<file path="src/rtl/conv_core.sv">
// 1-D convolution engine: Z[i] = sum_j X[j]*Y[i-j], one output per SETUP/READ/DRAIN/WRITE pass.
// X/Y memories have one cycle of read latency; results are written one word per output index.
module conv_core #(
  parameter int DATAWIDTH = 32,
  parameter int MAX_SIZE  = 32
) (
  input  logic                 clk,
  input  logic                 rst_a,
  input  logic                 en_s,
  input  logic                 start,
  input  logic [5:0]           size_x,
  input  logic [5:0]           size_y,
  output logic [4:0]           mem_x_addr,
  input  logic [7:0]           mem_x_data,
  output logic [4:0]           mem_y_addr,
  input  logic [7:0]           mem_y_data,
  output logic [5:0]           mem_z_addr,
  output logic [DATAWIDTH-1:0] mem_z_data,
  output logic                 mem_z_we,
  output logic                 busy,
  output logic                 done
);

  typedef enum logic [2:0] {
    IDLE  = 3'd0,
    SETUP = 3'd1,
    READ  = 3'd2,
    DRAIN = 3'd3,
    WRITE = 3'd4,
    DONE  = 3'd5
  } state_t;

  state_t               state_q, state_d;
  logic [5:0]           sx_q, sx_d, sy_q, sy_d, i_q, i_d;
  logic [4:0]           jhi_q, jhi_d, x_addr_q, x_addr_d, y_addr_q, y_addr_d;
  logic [20:0]          acc_q, acc_d;
  logic                 acc_en_q, acc_en_d;
  logic [15:0]          hold_q, hold_d;
  logic                 hold_vld_q, hold_vld_d;
  logic [5:0]           z_addr_q, z_addr_d;
  logic [DATAWIDTH-1:0] z_data_q, z_data_d;
  logic                 z_we_q, z_we_d, busy_q, busy_d, done_q, done_d;

  logic [15:0] prod_s;
  logic [6:0]  ip1_s, sy7_s, last_s;
  logic [4:0]  jlo_s, jhi_s;
  logic [5:0]  size_x_s, size_y_s;

  assign prod_s   = 16'(mem_x_data) * 16'(mem_y_data);
  assign ip1_s    = {1'b0, i_q} + 7'd1;
  assign sy7_s    = {1'b0, sy_q};
  assign last_s   = {1'b0, sx_q} + {1'b0, sy_q} - 7'd2;
  assign jlo_s    = (ip1_s > sy7_s) ? 5'(ip1_s - sy7_s) : 5'd0;
  assign jhi_s    = (i_q < sx_q) ? 5'(i_q) : 5'(sx_q - 6'd1);
  assign size_x_s = (size_x > 6'(MAX_SIZE)) ? 6'(MAX_SIZE) : size_x;
  assign size_y_s = (size_y > 6'(MAX_SIZE)) ? 6'(MAX_SIZE) : size_y;

  // Next-state, datapath and registered-output computation
  always_comb begin
    state_d    = state_q;
    sx_d       = sx_q;
    sy_d       = sy_q;
    i_d        = i_q;
    jhi_d      = jhi_q;
    x_addr_d   = x_addr_q;
    y_addr_d   = y_addr_q;
    acc_d      = acc_q;
    acc_en_d   = acc_en_q;
    hold_d     = hold_q;
    hold_vld_d = hold_vld_q;
    z_addr_d   = z_addr_q;
    z_data_d   = z_data_q;
    z_we_d     = 1'b0;
    busy_d     = busy_q;
    done_d     = 1'b0;
    if (en_s) begin
      acc_en_d   = (state_q == READ);
      hold_vld_d = 1'b0;
      // A product that arrived while frozen was parked in hold_q; use it on resume.
      if (acc_en_q) begin
        acc_d = acc_q + 21'(hold_vld_q ? hold_q : prod_s);
      end else begin
        acc_d = acc_q;
      end
      done_d = (state_q == DONE);
      case (state_q)
        IDLE: begin
          if (start) begin
            sx_d = size_x_s;
            sy_d = size_y_s;
            i_d  = 6'd0;
            if ((size_x_s == 6'd0) || (size_y_s == 6'd0)) begin
              state_d = DONE;
            end else begin
              state_d = SETUP;
            end
          end else begin
            state_d = IDLE;
          end
        end
        SETUP: begin
          acc_d    = 21'd0;
          jhi_d    = jhi_s;
          x_addr_d = jlo_s;
          y_addr_d = 5'(i_q - {1'b0, jlo_s});
          state_d  = READ;
        end
        READ: begin
          if (x_addr_q == jhi_q) begin
            x_addr_d = 5'd0;
            y_addr_d = 5'd0;
            state_d  = DRAIN;
          end else begin
            x_addr_d = x_addr_q + 5'd1;
            y_addr_d = y_addr_q - 5'd1;
            state_d  = READ;
          end
        end
        DRAIN: begin
          z_we_d   = 1'b1;
          z_addr_d = i_q;
          z_data_d = DATAWIDTH'(acc_d);
          state_d  = WRITE;
        end
        WRITE: begin
          if ({1'b0, i_q} == last_s) begin
            state_d = DONE;
          end else begin
            i_d     = i_q + 6'd1;
            state_d = SETUP;
          end
        end
        DONE: begin
          state_d = IDLE;
        end
        default: begin
          state_d = IDLE;
        end
      endcase
      busy_d = (state_d != IDLE);
    end else begin
      // Memory data keeps moving while frozen, so capture the in-flight product once.
      if (acc_en_q && !hold_vld_q) begin
        hold_d     = prod_s;
        hold_vld_d = 1'b1;
      end else begin
        hold_d     = hold_q;
        hold_vld_d = hold_vld_q;
      end
    end
  end

  // State and output registers with asynchronous active-low reset
  always_ff @(posedge clk or negedge rst_a) begin
    if (!rst_a) begin
      state_q    <= IDLE;
      sx_q       <= 6'd0;
      sy_q       <= 6'd0;
      i_q        <= 6'd0;
      jhi_q      <= 5'd0;
      x_addr_q   <= 5'd0;
      y_addr_q   <= 5'd0;
      acc_q      <= 21'd0;
      acc_en_q   <= 1'b0;
      hold_q     <= 16'd0;
      hold_vld_q <= 1'b0;
      z_addr_q   <= 6'd0;
      z_data_q   <= '0;
      z_we_q     <= 1'b0;
      busy_q     <= 1'b0;
      done_q     <= 1'b0;
    end else begin
      state_q    <= state_d;
      sx_q       <= sx_d;
      sy_q       <= sy_d;
      i_q        <= i_d;
      jhi_q      <= jhi_d;
      x_addr_q   <= x_addr_d;
      y_addr_q   <= y_addr_d;
      acc_q      <= acc_d;
      acc_en_q   <= acc_en_d;
      hold_q     <= hold_d;
      hold_vld_q <= hold_vld_d;
      z_addr_q   <= z_addr_d;
      z_data_q   <= z_data_d;
      z_we_q     <= z_we_d;
      busy_q     <= busy_d;
      done_q     <= done_d;
    end
  end

  assign mem_x_addr = x_addr_q;
  assign mem_y_addr = y_addr_q;
  assign mem_z_addr = z_addr_q;
  assign mem_z_data = z_data_q;
  assign mem_z_we   = z_we_q;
  assign busy       = busy_q;
  assign done       = done_q;

endmodule

</file>
<file path="config.mk">
export PLATFORM = sky130hd
export DESIGN_NAME = conv_core
export DESIGN_NICKNAME = d
export VERILOG_FILES = /design/src/rtl/conv_core.sv
export SDC_FILE = /design/constraint.sdc
export NUM_CORES = 1
export LEC_CHECK = 0
export ABC_AREA = 1
export CAP_MARGIN = 20
export CORE_ASPECT_RATIO = 1.75
export CORE_MARGIN = 1
export CORE_UTILIZATION = 64
export DETAILED_ROUTE_END_ITERATION = 12
export PLACE_DENSITY = 0.9
export SETUP_SLACK_MARGIN = 0.5
export SYNTH_ARGS = -nofsm -noshare
export SYNTH_HDL_FRONTEND = slang
export SYNTH_SLANG_ARGS = --single-unit
</file>
<file path="constraint.sdc">
create_clock -name clk -period 5.75 [get_ports clk]
set_clock_uncertainty 0.05 [all_clocks]
set_input_delay 0.8625 -clock clk [delete_from_list [all_inputs] [get_ports clk]]
set_output_delay 0.8625 -clock clk [all_outputs]
set_load 0.03 [all_outputs]
</file>
* Yosys cells after proc, flatten, opt, wreduce, memory -nomap -nowiden
Index checks and enable logic that the tools add are counted.
** Word-level totals
- Word-level logic and storage cells :: 82
- Input port bits :: 32
- Flip-flop bits (word level) :: 105
- Output and inout bits :: 51
** Operators by class
- Muxes and demuxes :: 25
- Multiply operators :: 1
- $add $sub $neg :: 10
- Equality and inequality tests :: 9
- Bitwise operators :: 1
- Magnitude comparators :: 4
- Reduce and logical (&&, ||, !) cells :: 16
** Operators by type and width (number)
- 21-bit two-way mux :: 2
- 6-bit two-way mux :: 4
- 21-bit by 16-bit adder with 21-bit output :: 1
- 5-bit two-way mux :: 4
- 5-bit case mux with 2 select lines :: 2
- 8-bit by 8-bit multiplier with 16-bit output :: 1
- 16-bit two-way mux :: 1
- 3-bit case mux with 5 select lines :: 1
- 6-bit > comparator (second input constant) :: 2
- 6-bit logical NOT :: 2
- 3-bit two-way mux :: 4
- 6-bit case mux with 2 select lines :: 1
- 5-bit by 1-bit subtractor with 5-bit output (second input constant) :: 2
- 5-bit subtractor :: 2
- 2-bit AND reduction :: 4
- 6-bit by 1-bit adder with 7-bit output (second input constant) :: 1
- 6-bit by 6-bit adder with 7-bit output :: 1
- 6-bit by 7-bit equality test with 1-bit output :: 1
- 7-bit by 6-bit > comparator with 1-bit output :: 1
- 7-bit by 2-bit subtractor with 7-bit output (second input constant) :: 1
- 6-bit by 1-bit adder with 6-bit output (second input constant) :: 1
- 3-bit by 2-bit equality test with 1-bit output (second input constant) :: 2
- 3-bit equality test (second input constant) :: 2
- 6-bit less-than comparator :: 1
- other kinds (14) :: 22

* Longest topological paths before layout
- Depth after elaboration :: 9
- Depth in mapped cells :: 33
- Depth with buffers taken out :: 32

* Worst setup path before layout
Ideal clock, no wire load.
- Path kind :: input -> register
- From :: input mem_x_data[0]
- To :: register z_data_q[19] (netlist: mem_z_data[19])
- Setup time :: 0.117 ns
- Buffers on the path :: 1
- Data required time :: 5.583 ns
- Path slack :: -0.024 ns
- Stages on the path :: 29
- Data arrival time :: 5.608 ns
- Cell sequence :: clkbuf_1 nand2_1 fa_1 fa_1 inv_1 fa_1 inv_1 fa_1 inv_1 ha_1 inv_1 nor3_1 nand2_1 nand2_1 nand2_1 nand2_1 xnor2_1 o21ai_0 ha_1 nand2_1 nor2_1 and2_1 nand4_1 nand3_1 nand2_1 nand2_1 nand2_1 nand2_1 nand2_1
** Between the ends
- Word-level cells in the longest chain between the ends :: 4
** RTL lines
- from (decl) :: RTL line 14 : input logic [7:0] mem_x_data,
- 8-bit by 8-bit multiplier with 16-bit output :: RTL line 49 : assign prod_s = 16'(mem_x_data) * 16'(mem_y_data);
- 16-bit two-way mux :: RTL line 81 : acc_d = acc_q + 21'(hold_vld_q ? hold_q : prod_s);
- 21-bit by 16-bit adder with 21-bit output :: RTL line 81
- 21-bit two-way mux :: RTL line 80 : if (acc_en_q) begin
- to (signal assigned) :: RTL line 185 : z_data_q <= z_data_d;
- to (decl) :: RTL line 41 : logic [DATAWIDTH-1:0] z_data_q, z_data_d;
Every way passes these cells.
A chain may end at the register's enable or synchronous reset.

* Worst setup path after layout
- From :: input mem_x_data[6]
- To :: register acc_q[17]
** Between the ends
- Word-level cells in the longest chain between the ends :: 5
** RTL lines
- 8-bit by 8-bit multiplier with 16-bit output :: RTL line 49
- 16-bit two-way mux :: RTL line 81
- 21-bit by 16-bit adder with 21-bit output :: RTL line 81
- 21-bit two-way mux :: RTL line 80
- 21-bit two-way mux :: RTL line 86 : case (state_q)
- to (signal assigned) :: RTL line 163 : acc_q <= 21'd0;
- to (signal assigned) :: RTL line 180 : acc_q <= acc_d;
- to (decl) :: RTL line 36 : logic [20:0] acc_q, acc_d;
Every way passes these cells.

==> flow_metrics.env <==
export IMPL_seq_area_um2=2628
export IMPL_grt_pass1_wl_um=41760
export IMPL_yosys_warnings=0
export IMPL_first_pass_iters=6
export IMPL_numCtsBuffers=9
export IMPL_fp_dieArea_um2=14940
export IMPL_cts_num_sinks=105
export IMPL_cp_start_kind="input pin"
export IMPL_cap_violations=0
export IMPL_max_freq_mhz=181.2
export IMPL_p_per_area_nw_per_um2=615.2
export IMPL_hold_ws_ns=0.4414
export IMPL_slew_headroom_pct=42.34
export IMPL_num_rows=57
export IMPL_fin_tns_setup_ns=0
export IMPL_synthCells=1284
export IMPL_wirelength_um=28000
export IMPL_final_nets=1561
export IMPL_power_internal_w=0.003429
export IMPL_place_congestion=0.9593
export IMPL_hold_path_class="reg2reg"
export IMPL_die_w_um=92.84
export IMPL_synth_seq_cells=105
export IMPL_mostFrequentLayoutCell="nand2_1"
export IMPL_swShare_pct=51.43
export IMPL_htreeDepth=3
export IMPL_setup_violations=0
export IMPL_cts_tree="yes"
export IMPL_min_period_ns=5.520
export IMPL_yosys_area_top_type="dfrtp_1"
export IMPL_seq_area_frac_synth_pct=28.43
export IMPL_multi_input_area_um2=6122
export IMPL_synthArstFlopShare_pct=100.0
export IMPL_ys_types=46
export IMPL_clkTransAtPathRegs_ns=0.08
export IMPL_preCtsSetupSlack_ns=-0.6780
export IMPL_netlist_area_um2=9241
export IMPL_avgSynthCellArea_um2=7.197
export IMPL_clk_latency_ns=0.36
export IMPL_wl_per_cell_um=17.63
export IMPL_synth_top_area_share_pct=28.43
export IMPL_critPathKind="in2reg"
export IMPL_critPathMaxStageDelay_ns=0.55
export IMPL_pin_count=83
export IMPL_initial_core_util_pct=66.11
export IMPL_grt_max_degree=65
export IMPL_avgViaCountPerCell=5.931
export IMPL_final_cell_mix="321 x nand2_1, 212 x inv_1, 105 x dfrtp_1"
export IMPL_endpoint_kind="register"
export IMPL_fillers=810
export IMPL_drv_slew=0
export IMPL_dpl_cell_area_um2=10540
export IMPL_place_detailed_hpwl_um=19100
export IMPL_leakage_nw=6.169
export IMPL_synth_edf_count=0
export IMPL_grt_use_total_pct=35.67
export IMPL_grt_pass1_vias=9462
export IMPL_rsz0062_at_grt="yes"
export IMPL_ctsHoldBuffers=0
export IMPL_p_comb_share_pct=73.8
export IMPL_dieHeight_um=161.0
export IMPL_layout_drive_gt1_share_pct=19.77
export IMPL_antenna_found_initial=0
export IMPL_ir_drop_v=0.0003948
export IMPL_setup_slack_ns=0.2301
export IMPL_cp_required_ns=5.91
export IMPL_finalCritPeriodShare_pct=96.00
export IMPL_grt_overflow_total=0
export IMPL_n_antenna_cell=0
export IMPL_p_sw_w=0.003631
export IMPL_area_growth_syn_to_layout_pct=24.18
export IMPL_critPathArrivalTime_ns=5.68
export IMPL_crit_top_cell="nand2_1"
export IMPL_cts_path_max_buffers=2
export IMPL_pwr_share_seq_pct=17.6
export IMPL_max_slew_worst_pin_slew_ns=0.8649
export IMPL_num_vias=9418
export IMPL_hold_violations=0
export IMPL_drt_initial_drc_count=621
export IMPL_drt_antenna_violating_nets=0
export IMPL_place_port_buffers=71
export IMPL_yosys_top_cells_area="dfrtp_1 28%, nand2_1 15%, ha_1 11%"
export IMPL_core_area_um2=13980
export IMPL_pwr_share_clk_pct=8.6
export IMPL_drc_errors=0
export IMPL_synth_ff_type="dfrtp_1"
export IMPL_crit_path_top_delay_cell="fa_1"
export IMPL_root_buffer="clkbuf_16"
export IMPL_finalPower_w=0.007060
export IMPL_status="finished clean"
export IMPL_design_area_um2=11480
export IMPL_crit_fanout=4
==> registers in the layout, summed over array words and instances (netlist names), 5 cells and up <==
register / flops
mem_y_addr: 5
i_q: 6
sy_q: 6
sx_q: 6
mem_z_data: 21
mem_z_addr: 6
hold_q: 16
jhi_q: 5
acc_q: 21
mem_x_addr: 5
==> cells in the mapped netlist (all sizes together) (2+ instances only) <==
master  instances
a211oi          2
a21oi          47
a31oi           5
and2            2
buf            23
clkbuf         28
dfrtp         105
fa             40
ha             82
inv           235
nand2         372
nand2b          2
nand3          78
nand3b          6
nand4          17
nor2           68
nor3            7
nor4            2
o211ai          4
o21a            4
o21ai          95
o22ai          11
or2             9
xnor2          13
xor2           18
==> cells by family (layout without fill, tap and decap cells) <==
family / after synthesis / after routing / share of synthesized area [%]
buffers and inverters: 287 / 404 / 12.47
DFF: 105 / 105 / 28.43
other: 1 / 11 / 0.04058
AOI/OAI and AO/OA: 174 / 174 / 10.37
xor gates and xnor gates: 31 / 31 / 2.938
and+or+nand+nor: 564 / 564 / 25.98
adders and majority gates: 122 / 122 / 19.77
==> power groups by stage <==
stage	logic (W)	clock network, W	registers [W]
floorplan	0.00270	0	0.00134
CTS	0.00459	0.000597	0.00122
global route	0.00564	0.000632	0.00126
global placement	0.00403	0	0.00122
finish	0.00521	0.000609	0.00124
detailed placement	0.00416	0	0.00123
==> metrics by stage <==
| stage | instances | util (%) |
|---|---|---|
| 5_1_grt | 1588 | 82.10 |
| 3_5_place_dp | 1557 | 75.37 |
| 4_1_cts | 1581 | 79.75 |
| 6_report | 1588 | 82.10 |
| 2_1_floorplan | 1294 | - |
| 3_3_place_gp | 1557 | 75.37 |
==> worst paths after layout <==
| kind | startpoint | endpoint | slack [ns] | cells past startpoint |
|---|---|---|---|---|
| min reg2reg | mem_z_addr[0] | mem_z_addr[0] | 0.44 | 2 |
| min in group asynchronous | rst_a | mem_z_data[14] | 0.57 | 1 |
| max reg2reg | i_q[2] | mem_y_addr[4] | 1.93 | 19 |
| max in group asynchronous | rst_a | acc_q[17] | 4.01 | 2 |
| min | mem_z_addr[0] | mem_z_addr[0] | 0.44 | 2 |
| max | mem_x_data[6] | acc_q[17] | 0.23 | 29 |
==> worst max-delay path, delay by kind of cell <==
| family | cells | cell delay (ns) |
|---|---|---|
| xor+xnor | 1 | 0.13 |
| buf+inv | 6 | 0.48 |
| simple gates | 13 | 1.17 |
| fa+ha+maj | 6 | 2.71 |
| compound gates | 3 | 0.30 |
==> area by class of cell <==
cell class,count,area share (%)
inverters,236,7.719
flip-flops and latches,105,22.90
well taps,177,1.930
repair buffers,153,11.70
clock buffers,9,1.962
multi-input cells,902,53.35
clock inverters,6,0.4470
==> metal layers <==
metal	track usage, %	wire (um)	up-vias
met1	33.15	8776	4406
met2	67.68	15060	549
met4	27.34	2475	0
met5	0	0	-
met3	4.640	1691	214
li1	-	-	4249
==> repair_timing <==
item / CTS / global route
buffers inserted: 9 / 7
pin swaps: 50 / 54
setup endpoints to repair: 30 / 30
resized for setup: 154 / 86
No activity file was read; power rests on OpenSTA's default activity.
